--- src/rtl/hazard_pkg.sv ---
`default_nettype none
// ============================================================================
//  Module      : hazard_pkg
//  Description : Shared types and encodings for the pipeline hazard unit:
//                sequencer state, forwarding select codes, load result source
//                and a saturating increment helper for the perf counters.
//  Revision    : 1.0 - initial release
// ============================================================================
package hazard_pkg;

    // Sequencer state: normal flow, or inside a multi-cycle load-use bubble
    typedef enum logic [0:0] {
        HZ_RUN    = 1'b0,
        HZ_BUBBLE = 1'b1
    } hz_state_e;

    // Operand select codes for the E-stage ALU inputs
    localparam logic [1:0] FWD_NONE = 2'b00;
    localparam logic [1:0] FWD_W    = 2'b01;
    localparam logic [1:0] FWD_M    = 2'b10;

    // ResultSrcE value that identifies a load in E
    localparam logic [1:0] RES_LOAD = 2'b01;

    // Width of the load-use bubble counter (covers 1..7 cycles)
    localparam int BUB_CNT_W = 3;

    // Increment that sticks at all-ones instead of wrapping
    function automatic logic [31:0] sat_inc(input logic [31:0] value);
        return (value == 32'hFFFF_FFFF) ? value : value + 32'd1;
    endfunction

endpackage
`default_nettype wire

--- src/rtl/hazard_fwd_sel.sv ---
`default_nettype none
// ============================================================================
//  Module      : hazard_fwd_sel
//  Description : Forwarding select for one E-stage source operand. The M
//                stage result is the youngest and wins over W; register x0
//                is hard-wired to zero and is never forwarded.
//  Revision    : 1.0 - initial release
// ============================================================================
module hazard_fwd_sel
    import hazard_pkg::*;
(
    input  logic [4:0] i_rs_addr_E,
    input  logic [4:0] i_rd_addr_M,
    input  logic       i_reg_write_M,
    input  logic [4:0] i_rd_addr_W,
    input  logic       i_reg_write_W,
    output logic [1:0] o_fwd_sel
);

    logic w_hit_m;
    logic w_hit_w;

    assign w_hit_m = i_reg_write_M && (i_rd_addr_M != 5'd0) && (i_rd_addr_M == i_rs_addr_E);
    assign w_hit_w = i_reg_write_W && (i_rd_addr_W != 5'd0) && (i_rd_addr_W == i_rs_addr_E);

    // Prioritised select: M beats W, otherwise read the register file
    always_comb begin
        o_fwd_sel = FWD_NONE;
        if (w_hit_m) begin
            o_fwd_sel = FWD_M;
        end else if (w_hit_w) begin
            o_fwd_sel = FWD_W;
        end
    end

endmodule
`default_nettype wire

--- src/rtl/hazard_ctrl.sv ---
`default_nettype none
// ============================================================================
//  Module      : hazard_ctrl
//  Description : Pipeline sequencer for the 5-stage core. Generates stall and
//                flush controls for the F/D/E/M registers and the E-stage
//                forwarding selects. Handles multi-cycle load-use bubbles,
//                taken branch/jump redirects and data-memory wait freezes.
//                Optional perf counters are built when HAZARD_PERF_CNT_EN is
//                defined; otherwise stall_cnt and flush_cnt read as zero.
//  Revision    : 1.0 - initial release
// ============================================================================
module hazard_ctrl
    import hazard_pkg::*;
#(
    parameter int         LOAD_LAT = 1,
    parameter logic [1:0] LOAD_SRC = RES_LOAD
) (
    input  logic        clk,
    input  logic        rst,
    input  logic [4:0]  rs1_addr_D,
    input  logic [4:0]  rs2_addr_D,
    input  logic [4:0]  rs1_addr_E,
    input  logic [4:0]  rs2_addr_E,
    input  logic [4:0]  rd_addr_E,
    input  logic        RegWriteE,
    input  logic [1:0]  ResultSrcE,
    input  logic [4:0]  rd_addr_M,
    input  logic        RegWriteM,
    input  logic [4:0]  rd_addr_W,
    input  logic        RegWriteW,
    input  logic        PCSrcE,
    input  logic        mem_busy,
    output logic        StallF,
    output logic        StallD,
    output logic        StallE,
    output logic        StallM,
    output logic        FlushD,
    output logic        FlushE,
    output logic [1:0]  ForwardAE,
    output logic [1:0]  ForwardBE,
    output logic [31:0] stall_cnt,
    output logic [31:0] flush_cnt
);

    // Bubble cycles still owed after the detecting cycle
    localparam logic [BUB_CNT_W-1:0] c_BUB_RELOAD = BUB_CNT_W'(LOAD_LAT - 1);
    localparam bit                   c_MULTI_CYC  = (LOAD_LAT > 1);

    hz_state_e              r_state;
    logic [BUB_CNT_W-1:0]   r_cnt;

    logic       w_lu;
    logic [1:0] w_fwd_a;
    logic [1:0] w_fwd_b;
    logic       w_stall_f;
    logic       w_stall_d;
    logic       w_stall_e;
    logic       w_stall_m;
    logic       w_flush_d;
    logic       w_flush_e;

    // ------------------------------------------------------------------
    // Forwarding selects, one instance per E-stage source operand
    // ------------------------------------------------------------------
    hazard_fwd_sel u_fwd_a (
        .i_rs_addr_E   (rs1_addr_E),
        .i_rd_addr_M   (rd_addr_M),
        .i_reg_write_M (RegWriteM),
        .i_rd_addr_W   (rd_addr_W),
        .i_reg_write_W (RegWriteW),
        .o_fwd_sel     (w_fwd_a)
    );

    hazard_fwd_sel u_fwd_b (
        .i_rs_addr_E   (rs2_addr_E),
        .i_rd_addr_M   (rd_addr_M),
        .i_reg_write_M (RegWriteM),
        .i_rd_addr_W   (rd_addr_W),
        .i_reg_write_W (RegWriteW),
        .o_fwd_sel     (w_fwd_b)
    );

    // A load in E whose destination is read by the instruction in D
    assign w_lu = RegWriteE && (ResultSrcE == LOAD_SRC) && (rd_addr_E != 5'd0) &&
                  ((rd_addr_E == rs1_addr_D) || (rd_addr_E == rs2_addr_D));

    // Stall/flush decode in priority order: memory wait, redirect, load-use
    always_comb begin
        w_stall_f = 1'b0;
        w_stall_d = 1'b0;
        w_stall_e = 1'b0;
        w_stall_m = 1'b0;
        w_flush_d = 1'b0;
        w_flush_e = 1'b0;
        if (mem_busy) begin
            w_stall_f = 1'b1;
            w_stall_d = 1'b1;
            w_stall_e = 1'b1;
            w_stall_m = 1'b1;
        end else if (PCSrcE) begin
            w_flush_d = 1'b1;
            w_flush_e = 1'b1;
        end else if ((r_state == HZ_RUN && w_lu) || (r_state == HZ_BUBBLE)) begin
            w_stall_f = 1'b1;
            w_stall_d = 1'b1;
            w_flush_e = 1'b1;
        end
    end

    // Sequencer state and bubble countdown; frozen while memory is busy
    always_ff @(posedge clk or negedge rst) begin
        if (!rst) begin
            r_state <= HZ_RUN;
            r_cnt   <= '0;
        end else if (mem_busy) begin
            r_state <= r_state;
            r_cnt   <= r_cnt;
        end else if (PCSrcE) begin
            r_state <= HZ_RUN;
            r_cnt   <= '0;
        end else if (r_state == HZ_RUN) begin
            if (w_lu && c_MULTI_CYC) begin
                r_state <= HZ_BUBBLE;
                r_cnt   <= c_BUB_RELOAD;
            end
        end else begin
            if (r_cnt <= BUB_CNT_W'(1)) begin
                r_state <= HZ_RUN;
                r_cnt   <= '0;
            end else begin
                r_cnt   <= r_cnt - BUB_CNT_W'(1);
            end
        end
    end

    // Every control output is forced low while reset is held
    assign StallF    = rst & w_stall_f;
    assign StallD    = rst & w_stall_d;
    assign StallE    = rst & w_stall_e;
    assign StallM    = rst & w_stall_m;
    assign FlushD    = rst & w_flush_d;
    assign FlushE    = rst & w_flush_e;
    assign ForwardAE = rst ? w_fwd_a : FWD_NONE;
    assign ForwardBE = rst ? w_fwd_b : FWD_NONE;

`ifdef HAZARD_PERF_CNT_EN
    logic        w_lu_stall;
    logic        w_redirect;
    logic [31:0] r_stall_cnt;
    logic [31:0] r_flush_cnt;

    // Cycles where the load-use bubble is actually applied
    assign w_lu_stall = !mem_busy && !PCSrcE &&
                        ((r_state == HZ_RUN && w_lu) || (r_state == HZ_BUBBLE));
    assign w_redirect = PCSrcE && !mem_busy;

    // Saturating perf counters for load-use stall cycles and redirects
    always_ff @(posedge clk or negedge rst) begin
        if (!rst) begin
            r_stall_cnt <= '0;
            r_flush_cnt <= '0;
        end else begin
            if (w_lu_stall) begin
                r_stall_cnt <= sat_inc(r_stall_cnt);
            end
            if (w_redirect) begin
                r_flush_cnt <= sat_inc(r_flush_cnt);
            end
        end
    end

    assign stall_cnt = r_stall_cnt;
    assign flush_cnt = r_flush_cnt;
`else
    assign stall_cnt = 32'd0;
    assign flush_cnt = 32'd0;
`endif

endmodule
`default_nettype wire

--- config.mk ---
export PLATFORM = sky130hd
export DESIGN_NAME = hazard_ctrl
export DESIGN_NICKNAME = d
export VERILOG_FILES = /design/src/rtl/hazard_pkg.sv /design/src/rtl/hazard_fwd_sel.sv /design/src/rtl/hazard_ctrl.sv
export SDC_FILE = /design/constraint.sdc
export NUM_CORES = 1
export LEC_CHECK = 0
export ABC_AREA = 1
export CAP_MARGIN = 20
export CORE_MARGIN = 4
export CORE_UTILIZATION = 31
export DETAILED_ROUTE_END_ITERATION = 8
export GPL_ROUTABILITY_DRIVEN = 0
export HOLD_SLACK_MARGIN = 0.05
export PLACE_DENSITY = 0.81
export SLEW_MARGIN = 20
export SYNTH_ARGS = -nofsm -noshare
export SYNTH_HDL_FRONTEND = slang
export SYNTH_SLANG_ARGS = --single-unit
--- constraint.sdc ---
create_clock -name clk -period 1.1 [get_ports clk]
set_input_delay 0.22 -clock clk [delete_from_list [all_inputs] [get_ports clk]]
set_output_delay 0.22 -clock clk [all_outputs]
set_load 0.01 [all_outputs]
==> results of run 1 <==
## layout make-up
type	count	area [um^2]	area share [%]
Clock buffer	3	41.29	2.091
Inverter	27	113.9	5.767
Multi-Input combinational cell	171	1013	51.33
Sequential cell	4	100.1	5.070
Tap cell	50	62.56	3.169
Timing Repair Buffer	71	643.1	32.57
## power by group through the flow
| stage | combinational, mW | sequential [mW] | clock, mW |
|---|---|---|---|
| 3_5_place_dp | 0.723 | 0.225 | 0 |
| 4_1_cts | 0.757 | 0.227 | 0.324 |
| 6_report | 0.908 | 0.239 | 0.313 |
| 2_1_floorplan | 0.590 | 0.219 | 0 |
| 5_1_grt | 0.999 | 0.246 | 0.333 |
| 3_3_place_gp | 0.700 | 0.221 | 0 |
## worst max-delay path, stage by stage
cell and delay [ps]:
clkdlybuf4s15_1 180, xnor2_1 150, nand3_1 90, nand2_1 80, nand2_2 50, nand2_1 50
nand2_1 60, nand2_2 90, buf_6 100
## how the worst max path moves through the flow
| stage | startpoint | to | cells after the start |
|---|---|---|---|
| after floorplan | rs2_addr_D[3] | StallF | 11 |
| after global routing | rd_addr_M[1] | ForwardBE[0] | 8 |
| after global placement | rd_addr_E[3] | StallD | 12 |
| after CTS | rs2_addr_E[2] | ForwardBE[0] | 7 |
| after detailed placement | rd_addr_E[3] | StallF | 12 |
| final | rs2_addr_D[4] | StallF | 9 |
## stage by stage
step | utilization [%] | cells | hold slack [ps] | power (mW)
4_1_cts | 44.60 | 321 | 148.9 | 1.308
3_3_place_gp | 42.41 | 316 | 526.6 | 0.9206
3_5_place_dp | 42.41 | 316 | 529.6 | 0.9486
2_1_floorplan | - | 268 | -75.59 | 0.8094
5_1_grt | 49.36 | 326 | 620.1 | 1.577
6_report | 49.36 | 326 | 599.2 | 1.460
## sequential cells by signal, indices dropped and copies added (netlist names)
name     cells
r_cnt        3
r_state      1
## per-layer routing
| layer | vias to the layer above | wire (um) | global-route usage (%) |
|---|---|---|---|
| met3 | 5 | 370 | 2.632 |
| li1 | 639 | - | - |
| met1 | 564 | 1048 | 11.57 |
| met2 | 62 | 1881 | 21.44 |
| met5 | - | 0 | 0 |
| met4 | 0 | 26 | 4.802 |
## cell families (layout without fill, tap and decap cells)
| group | Yosys count | in the layout | synth area share (%) |
|---|---|---|---|
| DFF | 4 | 4 | 7.836 |
| AOI/OAI and AO/OA | 14 | 14 | 6.759 |
| buffers and inverters | 93 | 101 | 46.72 |
| and+or+nand+nor | 72 | 72 | 23.41 |
| other | 1 | 64 | 0.2935 |
| xor gates and xnor gates | 19 | 19 | 13.03 |
| adders and majority gates | 2 | 2 | 1.959 |
## layout by cell type (no fill, tap or decap), types with 3 or more instances in the layout
cell type / netlist / layout
buf_8: 0 / 8
nand4_1: 3 / 3
buf_6: 0 / 21
xnor2_1: 12 / 3
buf_2: 0 / 17
dfrtp_1: 4 / 4
nand2_2: 1 / 10
a21oi_2: 0 / 3
buf_4: 66 / 15
xor2_1: 7 / 6
nand3_1: 6 / 4
inv_4: 0 / 3
nor3_2: 0 / 4
nand2_1: 37 / 28
inv_1: 18 / 14
xnor2_2: 0 / 9
clkbuf_8: 0 / 3
inv_2: 9 / 9
nor2_1: 18 / 14
clkdlybuf4s15_1: 0 / 3
conb_1: 1 / 64
dlygate4sd2_1: 0 / 5
a21oi_1: 6 / 3
## what timing repair did
action	CTS	global route
setup endpoints to repair	14	14
hold buffers	0	1
pin swaps	55	32
buffers inserted	2	4
hold endpoints to repair	0	4
gates resized for setup	246	41
==> impl_metrics.env, run 1 <==
export IMPL_io_pin_count=118
export IMPL_wirelength_mm=3.327
export IMPL_clockPowerShare_pct=21.5
export IMPL_grt_total_usage_pct=11.26
export IMPL_antenna_found_initial=0
export IMPL_fin_crit_ps=1288
export IMPL_area_growth_pct=54.55
export IMPL_synth_seq_cells=4
export IMPL_syn_inst=205
export IMPL_die_h_um=72.20
export IMPL_fin_skew_ps=3.702
export IMPL_ys_types=21
export IMPL_yosys_area_top_type_share_pct=38.79
export IMPL_p_int_uw=852.9
export IMPL_final_period_utilization_pct=117.1
export IMPL_cts_tree="yes"
export IMPL_critPathLaunchType="input pin"
export IMPL_critical_path_arrival_ps=1070
export IMPL_setup_viol=9
export IMPL_die_x_um=72.20
export IMPL_drv_cap=0
export IMPL_synth_edff_count=0
export IMPL_leakagePower_nw=1.123
export IMPL_core_mm2=0.004000
export IMPL_placed_cell_area_mm2=0.001697
export IMPL_grt_pass1_wl_mm=4.671
export IMPL_clk_latency_ps=220
export IMPL_remaining_drc_errors=0
export IMPL_final_area_mm2=0.001974
export IMPL_hold_start="r_state$_DFFE_PN0N_"
export IMPL_netlist_area_mm2=0.001277
export IMPL_end_kind="primary output"
export IMPL_p_sw_uw=607.4
export IMPL_clkSinkCount=4
export IMPL_cts_max_level=1
export IMPL_grt_pass1_vias=1136
export IMPL_fin_tns_setup_ps=-1169
export IMPL_synth_top_area_cell="buf_4"
export IMPL_sw_frac_of_total_pct=41.59
export IMPL_seqPwrFrac_pct=16.4
export IMPL_grt_max_degree=6
export IMPL_worstHoldPathCells=3
export IMPL_firstDrtPassIters=4
export IMPL_nFillCells=413
export IMPL_cts_root_buf="clkbuf_8"
export IMPL_violations="negative setup slack"
export IMPL_r2r_end="r_cnt[1]$_DFFE_PN0P_"
export IMPL_drv_slew=0
export IMPL_preCtsSetupSlack_ps=-1087
export IMPL_setup_ws_ps=-188.0
export IMPL_clk_pin_slew_ps=30
export IMPL_start_util_pct=31.94
export IMPL_synth_area_per_cell_um2=6.232
export IMPL_grt_overflow=0
export IMPL_fin_nets=324
export IMPL_status="complete, but fails checks"
export IMPL_drive_gt1_share_pct=42.39
export IMPL_synthTopCellsByArea="buf_4, nand2_1, xnor2_1, dfrtp_1, inv_1"
export IMPL_dp_hpwl_mm=2.675
export IMPL_worstPathRequired_ps=880
export IMPL_synth_warning_count=0
export IMPL_antenna_left=0
export IMPL_holdPathEnd="r_state$_DFFE_PN0N_"
export IMPL_ys_top_cells_by_count="buf_4, nand2_1, inv_1, nor2_1, xnor2_1"
export IMPL_die_area_mm2=0.005212
export IMPL_yosysMostFrequentCell="buf_4"
export IMPL_cts_buffers=3
export IMPL_ys_seq_area_share_pct=7.835
export IMPL_timing_fmax_mhz=776.4
export IMPL_ir_worst_vdd_uv=637.2
export IMPL_viasPerCell=3.896
export IMPL_cts_buffer_depth=2
export IMPL_worst_r2r_cell_count=5
export IMPL_hold_path_class="reg -> reg"
export IMPL_io_buffers=53
export IMPL_power_density_mw_per_mm2=739.6
export IMPL_drt_iter0_markers=12
export IMPL_p_comb_share_pct=62.2
export IMPL_rsz0062_at_grt="yes"
export IMPL_vias=1270
export IMPL_drt_wirelength_per_cell_um=10.21
export IMPL_hold_viol_final=0
export IMPL_ys_flop_type="dfrtp_1"
export IMPL_n_antenna_cell=0
export IMPL_async_flop_share_pct=100.0
export IMPL_cp_max_fo=2
export IMPL_r2r_start="r_cnt[1]$_DFFE_PN0P_"
export IMPL_reg2reg_slack_ps=-10
export IMPL_rows=23
export IMPL_worstSetupPathType="in -> out"
(Power assumes the default switching activity.)
==> run 2, diff against run 1 <==
CORE_UTILIZATION = 34   (was 31)
PLACE_DENSITY = 0.88   (was 0.81)
clock period = 1.7 ns   (was 1.1 ns; I/O delays follow)
==> run 2 against run 1 <==
Against the previous run:
- the run now ends clean
- critical path type unchanged
- combinational power is 53% lower
- sequential power is 40% lower
- hold slack worse by 410 ps
- wire length is 8.3% lower
- via count is 4.2% lower
- largest power group unchanged
==> impl_metrics.env, run 2 (synthesis results as in run 1) <==
export IMPL_end_kind="primary output"
export IMPL_largest_register="r_cnt"
export IMPL_status="completed"
export IMPL_setup_viol=0
export IMPL_antenna_found_initial=0
export IMPL_drt_wirelength_per_cell_um=9.748
export IMPL_clk_pin_slew_ps=30
export IMPL_mostFrequentLayoutCell="conb_1"
export IMPL_cts_buffer_depth=2
export IMPL_core_mm2=0.003633
export IMPL_clkSinkCount=4
export IMPL_remaining_drc_errors=0
export IMPL_hold_viol_final=0
export IMPL_worstPathRequired_ps=1360
export IMPL_critical_path_arrival_ps=1280
export IMPL_cts_tree="yes"
export IMPL_grt_pass1_wl_mm=4.567
export IMPL_grt_max_degree=7
export IMPL_die_h_um=69.30
export IMPL_dp_cells=308
export IMPL_cts_max_level=1
export IMPL_fin_nets=313
export IMPL_ir_worst_vdd_uv=416.9
export IMPL_cts_buffers=3
export IMPL_cp_max_fo=3
export IMPL_vias=1217
export IMPL_fin_crit_ps=1624
export IMPL_antenna_left=0
export IMPL_area_growth_pct=22.33
export IMPL_worstSetupPathType="in -> out"
export IMPL_fin_skew_ps=0.1151
export IMPL_power_density_mw_per_mm2=489.4
export IMPL_largest_register_ffs=3
export IMPL_grt_overflow=0
export IMPL_dp_hpwl_mm=2.616
export IMPL_firstDrtPassIters=4
export IMPL_critPathLaunchType="input pin"
export IMPL_hold_path_class="in -> async"
export IMPL_cts_root_buf="clkbuf_8"
export IMPL_grt_total_usage_pct=11.22
export IMPL_drv_slew=0
export IMPL_mostFrequentLayoutCells="conb_1, nand2_1, clkbuf_2, nor2_1, inv_1"
export IMPL_fin_cells=313
export IMPL_total_power_uw=764.8
export IMPL_worst_hold_slack_ps=189.4
export IMPL_rows=22
export IMPL_largest_registers="r_cnt x3, r_state x1"
export IMPL_grt_pass1_vias=1073
export IMPL_timing_fmax_mhz=615.6
export IMPL_die_x_um=69.30
export IMPL_rsz0062_at_grt="no"
export IMPL_viasPerCell=3.888
export IMPL_wirelength_mm=3.051
export IMPL_die_area_mm2=0.004802
export IMPL_fin_tns_setup_ps=0
export IMPL_n_antenna_cell=0
export IMPL_drt_iter0_markers=27
export IMPL_drv_cap=0
export IMPL_placed_cell_area_mm2=0.001647
export IMPL_io_buffers=53
export IMPL_final_area_mm2=0.001563
export IMPL_drive_gt1_share_pct=24.53
export IMPL_clk_latency_ps=210
export IMPL_io_pin_count=118
export IMPL_leakagePower_nw=0.9843
export IMPL_final_period_utilization_pct=95.55
export IMPL_start_util_pct=35.16
[run 2: cell count changes in the layout (fill, tap and decap cells not counted), sizes merged]
cell / delta
buf: -41
clkbuf: +20
clkdlybuf4s50: +2
dlygate4sd2: +7
dlygate4sd3: -1
dlymetal6s2s: +2
[run 2: cell type report]
cell class                      instances  area, um^2
Multi-Input combinational cell        171       857.1
Tap cell                               48       60.06
Timing Repair Buffer                   60       402.9
Inverter                               27       101.3
Clock buffer                            3       41.29
Sequential cell                         4       100.1
Fill cell                             416        2071
[run 2: worst paths after layout]
check | startpoint | end | slack, ps | depth (start not counted)
setup / recovery | rs1_addr_E[0] | ForwardAE[1] | 80 | 5
hold reg to reg | r_state$_DFFE_PN0N_ | r_state$_DFFE_PN0N_ | 560 | 2
hold / removal | rst | r_cnt[2]$_DFFE_PN0P_ | 190 | 2
min in group clk | mem_busy | r_state$_DFFE_PN0N_ | 480 | 3
max in group asynchronous | rst | r_cnt[1]$_DFFE_PN0P_ | 1400 | 2
setup reg to reg | r_cnt[1]$_DFFE_PN0P_ | r_state$_DFFE_PN0N_ | 560 | 5
[run 2: where the power goes]
part / switching (mW) / total (mW) / internal [mW]
logic: 0.254 / 0.426 / 0.172
clock network: 0.0439 / 0.194 / 0.150
registers: 0.0183 / 0.144 / 0.126
[run 2: what timing repair did]
action,4_1_cts,5_1_grt
hold endpoints to repair,0,0
resized for setup,88,59
pin swaps,19,33
setup buffers,2,0
hold buffers,0,0
setup endpoints to repair,10,10
[run 2: layer usage]
layer | global-route usage [%] | wire length (um) | share of wire, %
met4 | 2.603 | 55 | 1.8
met5 | 0 | 0 | 0
met2 | 21.93 | 1641 | 54
met1 | 11.66 | 1042 | 34
met3 | 3.043 | 311 | 10
[run 2: through the flow]
stage	setup WS (ps)	utilization, %
5_1_grt	0.7633	43.01
6_report	75.60	43.01
3_5_place_dp	-740.0	45.32
2_1_floorplan	315.3	-
3_3_place_gp	-712.3	45.32
4_1_cts	1.602	44.77
[run 2: critical path, cell delays in order]
cell and delay, ps:
dlygate4sd2_1 260, xnor2_1 140, nand4_1 130, nor4_1 220, buf_2 180
==> RTL edit (flow settings as in run 1) <==
Change the package constant `BUB_CNT_W` from 3 to 6.
--- a/src/rtl/hazard_pkg.sv
+++ b/src/rtl/hazard_pkg.sv
@@ -25,3 +25,3 @@
     // Width of the load-use bubble counter (covers 1..7 cycles)
-    localparam int BUB_CNT_W = 3;
+    localparam int BUB_CNT_W = 6;
 
Function: no difference found for any inputs over 10 cycles, from zero or initial values and one cycle with rst low; that may be too few to reach the edited logic, so the function may still have changed.
==> RTL edit against run 1 <==
The run still ends with setup timing left. Critical path depth is 2 higher. Critical path type unchanged. Design area up 14%. Setup slack got worse by 0.054 ns. Routed wire length up 28%. Largest cell class unchanged. Total power up 73%. Synthesized area is 14% higher. Sequential power grew 87%. Worst hold slack got worse by 0.095 ns. Utilization grew 1.5 points. Sequential share of layout area up 2.7 points. Final cell count increased by 8.0%. Sequential cell count up 3. Maximum frequency decreased by 4.0%.
==> RTL edit: results (changes against run 1) <==
Clock network
  – Later-pin clock latency in the skew report: 0.24 ns (+0.02 ns)

Outcome
  – Outcome: complete, but fails checks
  – Violated checks: setup timing

Power
  – Pleak: 1.25 nW (+12%)
  – Total power: 2.53 mW (+73%)
  – Comb power frac: 67.2% (+5.0 points)
  – Switching Fraction: 42.1% (+0.53 points)
  – Seq power: 446 µW (+87%)
  – Peak supply drop: 0.000597 V (-6.3%)

Critical path
  – R2R cell count: 6 (+1)
  – R2R Setup Slk: -0.23 ns (-0.22 ns)
  – Critical-path maximum fanout: 5 (+3)
  – Critical path depth: 11 (+2)
  – Crit path DAT: 1.12 ns (+0.05 ns)
  – CP peak stage delay: 0.11 ns (-0.07 ns)
  – Slowest cell on crit path: buf_12
  – Critical path origin: rd_addr_E[0]

Logic synthesis
  – Sequential area share after synthesis: 12.1% (+4.2 points)
  – Yosys cell types: 23 (+9.5%)
  – Syn Inst Count: 220 (+7.3%)
  – Most common library cells after synthesis: buf_4, nand2_1, inv_1
  – Synth area leaders: buf_4, dfrtp_1, xnor2_1, nand2_1, inv_1

Route
  – Number of DRC markers in iteration 0: 74 (+62)
  – Via count: 1,443 (+14%)
  – Met3 WL: 427 µm (+15%)
  – WL met1: 1.36 mm (+29%)
  – WL met2: 2.36 mm (+26%)

Timing
  – Fin Setup TNS: -2.74 ns (-1.57 ns)
  – Clk_skew: 0.00453 ns (+0.000825 ns)
  – Finish-stage setup viols: 14 (+5)
  – Final worst-path setup slack: -0.242 ns (-0.0542 ns)

Cells and area
  – Flip-flop and latch area: 175 µm² (+75%)
  – Layout Cells excl Fill: 352 (+8.0%)
  – Largest regs: r_cnt: 6 flops, r_state: 1 flops
  – Layout fillers: 423 (+2.4%)
  – Fraction of layout instances using a drive strength above 1: 44.3% (+1.9 points)
  – Fin util: 50.8% (+1.5 points)

Hold path
  – WHS Path Cells: 4 (+1)
  – Worst min-delay path class: input pin to register
  – Hold_sp: mem_busy

Global route
  – Met1 usage: 11.1% (-0.46 points)
  – GR Util met2: 26.7% (+5.3 points)
  – All-layer global routing usage: 12.9% (+1.7 points)
  – Largest net degree at the start of global routing: 8 (+2)
  – First-pass GRT wire length: 6.15 mm (+32%)

Place
  – Dpl ws: -1.22 ns (-0.134 ns)
  – Placed Cells: 341 (+7.9%)
  – Post-DP HPWL: 3.28 mm (+23%)
==> RTL edit: cell types whose count changed in the layout (fill, tap and decap cells not counted), moves of 4 or more <==
| cell | change |
|---|---|
| nand2_2 | -7 |
| xor2_1 | -4 |
| nand2_1 | +4 |
| buf_4 | +10 |
| nor2_2 | +5 |
| xor2_2 | +4 |
==> RTL edit: area by class of cell <==
cell class	instances	share of cell area [%]
multi-input cells	182	51.8
repair buffers	79	31.0
flip-flops and latches	7	7.75
inverters	28	4.65
well taps	52	2.88
clock buffers	4	1.99
==> RTL edit: cells by family after synthesis <==
group | after synthesis | synth area share (%)
buf+inv | 94 | 41.3
fa+ha+maj | 2 | 1.72
compound gates | 11 | 4.13
flops | 7 | 12.1
other cells | 1 | 0.258
simple gates | 81 | 26.0
xor+xnor | 24 | 14.5
==> RTL edit: what timing repair did <==
action                                  in CTS  in global routing
endpoints found under the setup margin      17                 15
gates resized for setup                    264                 29
hold buffers                                 1                  0
setup buffers                                3                  3
pin swaps                                   61                 24
hold endpoints to repair                     3                  0
